### config.mk
export PLATFORM = sky130hd
export DESIGN_NAME = led_pattern_gen
export DESIGN_NICKNAME = d
export VERILOG_FILES = /design/src/rtl/led_pattern_pkg.sv /design/src/rtl/led_pattern_channel.sv /design/src/rtl/led_pattern_gen.sv
export SDC_FILE = /design/constraint.sdc
export NUM_CORES = 1
export LEC_CHECK = 0
export ABC_AREA = 0
export CAP_MARGIN = 20
export CORE_AREA = 2 2 167 169
export DETAILED_ROUTE_END_ITERATION = 7
export DIE_AREA = 0 0 169 171
export GPL_TIMING_DRIVEN = 1
export PLACE_DENSITY_LB_ADDON = 0.1
export REMOVE_ABC_BUFFERS = 1
export SYNTH_ARGS = -nofsm -noshare
export SYNTH_HDL_FRONTEND = slang
export SYNTH_SLANG_ARGS = --single-unit
### constraint.sdc
create_clock -name clk -period 3.4 [get_ports clk]
set_input_delay 0.68 -clock clk [delete_from_list [all_inputs] [get_ports clk]]
set_output_delay 0.68 -clock clk [all_outputs]
set_load 0.005 [all_outputs]
### src/rtl/led_pattern_pkg.sv
// Shared mode codes and sizing helpers for the LED pattern generator.
package led_pattern_pkg;

    localparam int MODE_W = 3;

    localparam logic [MODE_W-1:0] MODE_OFF     = 3'd0;
    localparam logic [MODE_W-1:0] MODE_ON      = 3'd1;
    localparam logic [MODE_W-1:0] MODE_BLINK   = 3'd2;
    localparam logic [MODE_W-1:0] MODE_PWM     = 3'd3;
    localparam logic [MODE_W-1:0] MODE_BREATHE = 3'd4;

    function automatic logic mode_valid(input logic [MODE_W-1:0] m);
        return m <= MODE_BREATHE;
    endfunction

    // Counter width for a modulus n, never narrower than one bit.
    function automatic int cnt_w(input int n);
        return (n > 1) ? $clog2(n) : 1;
    endfunction

endpackage

### src/rtl/led_pattern_channel.sv
// One LED channel: latched mode/duty, blink and breathe state, and the
// compare that produces the channel's next LED value.
module led_channel
    import led_pattern_pkg::*;
#(
    parameter int PWM_BITS           = 8,
    parameter int BLINK_TICKS        = 500,
    parameter int BREATHE_STEP_TICKS = 4
) (
    input  logic                clk,
    input  logic                rst_n,
    input  logic                i_tick,
    input  logic [PWM_BITS-1:0] i_pwm_cnt,
    input  logic                i_load,
    input  logic [MODE_W-1:0]   i_mode,
    input  logic [PWM_BITS-1:0] i_duty,
    output logic                o_next
);

    localparam int BLK_W = cnt_w(BLINK_TICKS);
    localparam int STP_W = cnt_w(BREATHE_STEP_TICKS);
    localparam logic [BLK_W-1:0]    BLK_LAST = BLK_W'(BLINK_TICKS - 1);
    localparam logic [STP_W-1:0]    STP_LAST = STP_W'(BREATHE_STEP_TICKS - 1);
    localparam logic [PWM_BITS-1:0] BR_MAX   = '1;

    logic [MODE_W-1:0]   r_mode;
    logic [PWM_BITS-1:0] r_duty;
    logic [BLK_W-1:0]    r_blink_cnt;
    logic                r_phase;
    logic [STP_W-1:0]    r_step_cnt;
    logic [PWM_BITS-1:0] r_bright;
    logic                r_dir_up;

    always_ff @(posedge clk or negedge rst_n) begin
        if (!rst_n) begin
            r_mode <= MODE_OFF;
            r_duty <= '0;
        end else if (i_load) begin
            r_mode <= i_mode;
            r_duty <= i_duty;
        end
    end

    // A load restarts the pattern with the LED lit.
    always_ff @(posedge clk or negedge rst_n) begin
        if (!rst_n) begin
            r_blink_cnt <= '0;
            r_phase     <= 1'b0;
        end else if (i_load) begin
            r_blink_cnt <= '0;
            r_phase     <= 1'b1;
        end else if (i_tick && r_mode == MODE_BLINK) begin
            if (r_blink_cnt == BLK_LAST) begin
                r_blink_cnt <= '0;
                r_phase     <= ~r_phase;
            end else begin
                r_blink_cnt <= r_blink_cnt + 1'b1;
            end
        end
    end

    // At either end of the ramp the direction flips in place of a step,
    // so the extreme brightness is held for one extra step period.
    always_ff @(posedge clk or negedge rst_n) begin
        if (!rst_n) begin
            r_step_cnt <= '0;
            r_bright   <= '0;
            r_dir_up   <= 1'b1;
        end else if (i_load) begin
            r_step_cnt <= '0;
            r_bright   <= '0;
            r_dir_up   <= 1'b1;
        end else if (i_tick && r_mode == MODE_BREATHE) begin
            if (r_step_cnt == STP_LAST) begin
                r_step_cnt <= '0;
                if (r_dir_up) begin
                    if (r_bright == BR_MAX) r_dir_up <= 1'b0;
                    else                    r_bright <= r_bright + 1'b1;
                end else begin
                    if (r_bright == '0)     r_dir_up <= 1'b1;
                    else                    r_bright <= r_bright - 1'b1;
                end
            end else begin
                r_step_cnt <= r_step_cnt + 1'b1;
            end
        end
    end

    always_comb begin
        o_next = 1'b0;
        case (r_mode)
            MODE_ON:      o_next = 1'b1;
            MODE_BLINK:   o_next = r_phase;
            MODE_PWM:     o_next = (i_pwm_cnt < r_duty);
            MODE_BREATHE: o_next = (i_pwm_cnt < r_bright);
            default:      o_next = 1'b0;
        endcase
    end

endmodule

### src/rtl/led_pattern_gen.sv
// Multi-channel LED pattern generator: shared timebase and PWM counter,
// config handshake/decode, per-channel pattern units and output register.
module led_pattern_gen
    import led_pattern_pkg::*;
#(
    parameter int NUM_CH             = 4,
    parameter int PWM_BITS           = 8,
    parameter int PRESC_DIV          = 16000,
    parameter int BLINK_TICKS        = 500,
    parameter int BREATHE_STEP_TICKS = 4
) (
    input  logic                clk,
    input  logic                rst_n,
    input  logic                cfg_valid,
    output logic                cfg_ready,
    input  logic [3:0]          cfg_ch,
    input  logic [MODE_W-1:0]   cfg_mode,
    input  logic [PWM_BITS-1:0] cfg_duty,
    output logic                cfg_err,
    output logic                tick,
    output logic [NUM_CH-1:0]   ch_led,
    output logic                ch_usbpu
);

    localparam int              PS_W    = cnt_w(PRESC_DIV);
    localparam logic [PS_W-1:0] PS_LAST = PS_W'(PRESC_DIV - 1);
    localparam logic [4:0]      CH_LIM  = 5'(NUM_CH);

    logic [PS_W-1:0]     r_presc;
    logic [PWM_BITS-1:0] r_pwm;
    logic                r_ready;
    logic                r_err;
    logic [NUM_CH-1:0]   r_led;

    logic                w_tick;
    logic                w_xfer;
    logic                w_cfg_ok;
    logic [NUM_CH-1:0]   w_load;
    logic [NUM_CH-1:0]   w_next;

    assign w_tick   = (r_presc == PS_LAST);
    assign w_xfer   = cfg_valid && r_ready;
    assign w_cfg_ok = ({1'b0, cfg_ch} < CH_LIM) && mode_valid(cfg_mode);

    always_ff @(posedge clk or negedge rst_n) begin
        if (!rst_n) begin
            r_presc <= '0;
            r_pwm   <= '0;
        end else begin
            r_presc <= w_tick ? '0 : r_presc + 1'b1;
            r_pwm   <= r_pwm + 1'b1;
        end
    end

    // Ready drops for the cycle after every accepted transfer, and rises
    // on the first edge out of reset since r_ready is low then.
    always_ff @(posedge clk or negedge rst_n) begin
        if (!rst_n) begin
            r_ready <= 1'b0;
            r_err   <= 1'b0;
        end else begin
            r_ready <= ~w_xfer;
            r_err   <= w_xfer && !w_cfg_ok;
        end
    end

    for (genvar g = 0; g < NUM_CH; g++) begin : g_ch
        assign w_load[g] = w_xfer && w_cfg_ok && (cfg_ch == 4'(g));

        led_channel #(
            .PWM_BITS           (PWM_BITS),
            .BLINK_TICKS        (BLINK_TICKS),
            .BREATHE_STEP_TICKS (BREATHE_STEP_TICKS)
        ) u_ch (
            .clk       (clk),
            .rst_n     (rst_n),
            .i_tick    (w_tick),
            .i_pwm_cnt (r_pwm),
            .i_load    (w_load[g]),
            .i_mode    (cfg_mode),
            .i_duty    (cfg_duty),
            .o_next    (w_next[g])
        );
    end

    always_ff @(posedge clk or negedge rst_n) begin
        if (!rst_n) r_led <= '0;
        else        r_led <= w_next;
    end

    assign cfg_ready = r_ready;
    assign cfg_err   = r_err;
    assign tick      = w_tick;
    assign ch_led    = r_led;
    assign ch_usbpu  = 1'b0;

endmodule

==> flow_summary.toml <==
[run_status]
run_status = "finished clean"

[detailed_routing]
wirelength_mm = 23.04
route.vias.total = 7447
detail_route.wl_per_cell_um = 16.00
count_of_tritonroute_iterations_in_the_first_routing_pass = 5
post-route-drc-count = 0
route.detailed.vias_per_inst = 5.172
drt.antenna.violating_nets = 0
detailedRoute.firstIterationViolations = 289

[floorplan]
initial_util = 0.3511
floorplan.die_area_mm2 = 0.02890
placeableCoreArea_mm2 = 0.02732
ios = 26
die_w_um = 169
floorplan.rows = 61
die_y_um = 171

[global_routing]
grt_pass1_vias = 7341
antenna_found_initial = 0
largest_net_degree_at_the_start_of_global_routing = 70
grt_pass1_wl_mm = 39.01
gr-usage-all-layers = 0.1704
globalRouteOverflowTotal = 0

[worst_setup_path]
worst_path_max_delay_cell = "sky130_fd_sc_hd__or4_4"
timing.setup.critical_path_class = "flip-flop to output pin"
worst-path-buf-inv = 2
r2r.worst_path.cells = 8
critical_path_arrival_ns = 2.52
crit_path_end_kind = "output pin"
r2r-end = "g_ch[0].u_ch.r_bright[6]"
worst-endpoint-required_ns = 2.72
setup.worst_path.start = "r_presc[0]"
crit-reg2reg-launch = "r_presc[0]"
worst_setup_start_kind = "flip-flop"
critical_path.cell_chain = "ha_1 -> nand3_4 -> or4_4 -> inv_1 -> clkdlybuf4s50_1"
timing.critical_path.fanout_max = 5
timing.critical_path.max_delay_family = "simple AND/OR/NAND/NOR gates"
crit_path_max_incr_delay_ns = 0.61
register_to_register_setup_slack_ns = 0.59

[yosys]
yosys_warnings = 0
synth_cell_type_count = 66
synth_area_per_cell_um2 = 9.155
synth_cells = 1048
synth_enable_flop_cells = 0
synth-seq-cells = 156
ys_dominant_reg_cell = "sky130_fd_sc_hd__dfrtp_1"
synthArstFlopShare = 1.000
yosysSeqAreaShare = 0.4074
syn_area_mm2 = 0.009594

[clock_network]
h_tree_levels = 4
cts_repair_resize_count = 0
clock_buffer_count_from_cts = 17
cts_tree = "built"
clkTransAtPathRegs_ns = 0.07
postCtsSetupRepairBufs = 0
worstSkewPairLatency_ns = 0.43
clkSinkCount = 156
clock_tree.root_cell = "sky130_fd_sc_hd__clkbuf_16"
ctsLongestPathBuffers = 2
cts.hold.buffers_added = 0

[timing]
timing.slew.headroom = 0.5340
postLayoutSetupSlackWorst_ns = 0.2002
final-setup-viol-count = 0
fmax_ghz = 0.3125
finalCritPeriodShare = 0.9411
finClkSkew_ns = 0.01388
timing.final.hold_violations = 0
rsz0062_at_grt = "false"
tightest_slew_ns = 0.6991
final_period_minus_worst_setup_slack_ns = 3.200
pins_over_their_slew_limit = 0

[place]
dp_slack_ns = 0.4376
dpl.cell_count = 1408
port_buffers = 24
gp_routability_congestion = 0.7654
dpl.hpwl_mm = 16.18

[pwr]
vdd_ir_drop_max_uv = 303.0
seq_power_share = 0.437
power_per_cell_area_mw_per_mm2 = 516.1
switching_power_share_of_the_total = 0.3153
switchingPower_mw = 1.774
share_comb_of_total_power = 0.219
cellLeakagePower_nw = 4.904
power.internal_mw = 3.851
power_frac_clock = 0.345

[cells_and_area]
num-nets-final = 1193
fin_cells = 1440
post_synthesis_to_final_layout_area_growth_pct = 13.59
final_antenna_diode_count = 0
fillerInstances = 2752
final_core_utilization = 0.3988
drive_gt1_frac = 0.07587

[flow_run]
drv_cap = 0

[worst_hold_path]
hold_path_class = "input port to async pin"
==> sequential cells by signal, indices dropped and copies added, names as in the netlist <==
name                   cells
cfg_err                    1
cfg_ready                  1
ch_led                     4
g_ch.u_ch.r_blink_cnt     36
g_ch.u_ch.r_bright        32
g_ch.u_ch.r_dir_up         4
g_ch.u_ch.r_duty          32
g_ch.u_ch.r_mode          12
g_ch.u_ch.r_phase          4
g_ch.u_ch.r_step_cnt       8
r_presc                   14
r_pwm                      8
==> worst max path at each step <==
| stage | to | cells past startpoint |
|---|---|---|
| final | tick | 5 |
| after global routing | tick | 5 |
| after CTS | tick | 5 |
| after detailed placement | g_ch[1].u_ch.r_duty[0] | 6 |
| after global placement | g_ch[1].u_ch.r_duty[0] | 6 |
| after floorplan | g_ch[0].u_ch.r_duty[0] | 4 |
==> power groups by stage <==
stage                     Clock, mW  Sequential [mW]  Combinational (mW)
after floorplan                   0             2.40               0.916
after global placement            0             2.49                1.23
after detailed placement          0             2.49                1.25
after CTS                      2.00             2.46                1.25
after global routing           2.07             2.51                1.45
final                          1.94             2.46                1.23
==> stage by stage <==
stage / power [mW] / cell area, µm² / hold WS [ns] / TNS [ns]
floorplan: 3.316 / 9477 / 0.3844 / -1.106
finish: 5.625 / 10900 / 0.2739 / 0
CTS: 5.717 / 10900 / 0.2887 / 0
global route: 6.032 / 10900 / 0.3301 / 0
detailed placement: 3.738 / 10310 / 0.4716 / 0
global placement: 3.719 / 10310 / 0.4689 / 0
==> per-layer routing <==
metal  wire, µm  vias up  GRT usage  part of all wire
li1           -     3799          -                 -
met1      11800     3557     0.2400              0.51
met2      10400       79     0.2744              0.45
met3        579       12    0.02683             0.025
met4        257        0    0.04311             0.011
met5          0        -          0                 0
==> cell families after synthesis <==
kind of cell / Yosys count / synth area share
AO/OA/AOI/OAI: 242 / 0.1521
XOR/XNOR: 36 / 0.03286
adder cells (fa/ha/maj): 94 / 0.1257
buffers and inverters: 101 / 0.04238
flip-flops: 156 / 0.4074
multiplexers: 32 / 0.03521
other: 1 / 0.0003909
AND/OR/NAND/NOR: 386 / 0.2040
==> cells in the final DEF, fill, tap and decap left out, types with 16 or more instances in the layout <==
cell / count
sky130_fd_sc_hd__nand2_1: 104
sky130_fd_sc_hd__inv_1: 77
sky130_fd_sc_hd__ha_1: 90
sky130_fd_sc_hd__xnor2_1: 23
sky130_fd_sc_hd__nand3_1: 47
sky130_fd_sc_hd__a21oi_1: 71
sky130_fd_sc_hd__mux2i_1: 18
sky130_fd_sc_hd__nand4_1: 16
sky130_fd_sc_hd__dfrtp_1: 152
sky130_fd_sc_hd__clkdlybuf4s50_1: 23
sky130_fd_sc_hd__o21ai_0: 84
sky130_fd_sc_hd__nor2_1: 89
sky130_fd_sc_hd__nor3_1: 21
sky130_fd_sc_hd__clkbuf_16: 17
==> final cells by class <==
cell class / instances / area, µm² / area share
clock inverter: 15 / 162.7 / 0.01493
timing repair buffer: 38 / 384.1 / 0.03525
sequential: 156 / 3909 / 0.3587
inverter: 77 / 289.0 / 0.02652
tap: 346 / 432.9 / 0.03972
multi-input combinational: 791 / 5295 / 0.4859
clock buffer: 17 / 425.4 / 0.03904
==> Yosys cell counts, drive strengths merged, types with 11 or more instances <==
master	count	share of area
ha	90	0.12
dfrtp	152	0.40
or3	11	0.0072
nor2b	11	0.0072
o21ai	84	0.044
inv	77	0.030
a21oi	71	0.037
a21o	15	0.012
and3	12	0.0080
nand2	104	0.041
nand3	49	0.027
nand4	16	0.010
mux2	14	0.016
nor3	23	0.013
xor2	13	0.012
nor2	92	0.036
clkbuf	18	0.0081
o21a	13	0.010
mux2i	18	0.019
xnor2	23	0.021
(Power assumes the default switching activity.)
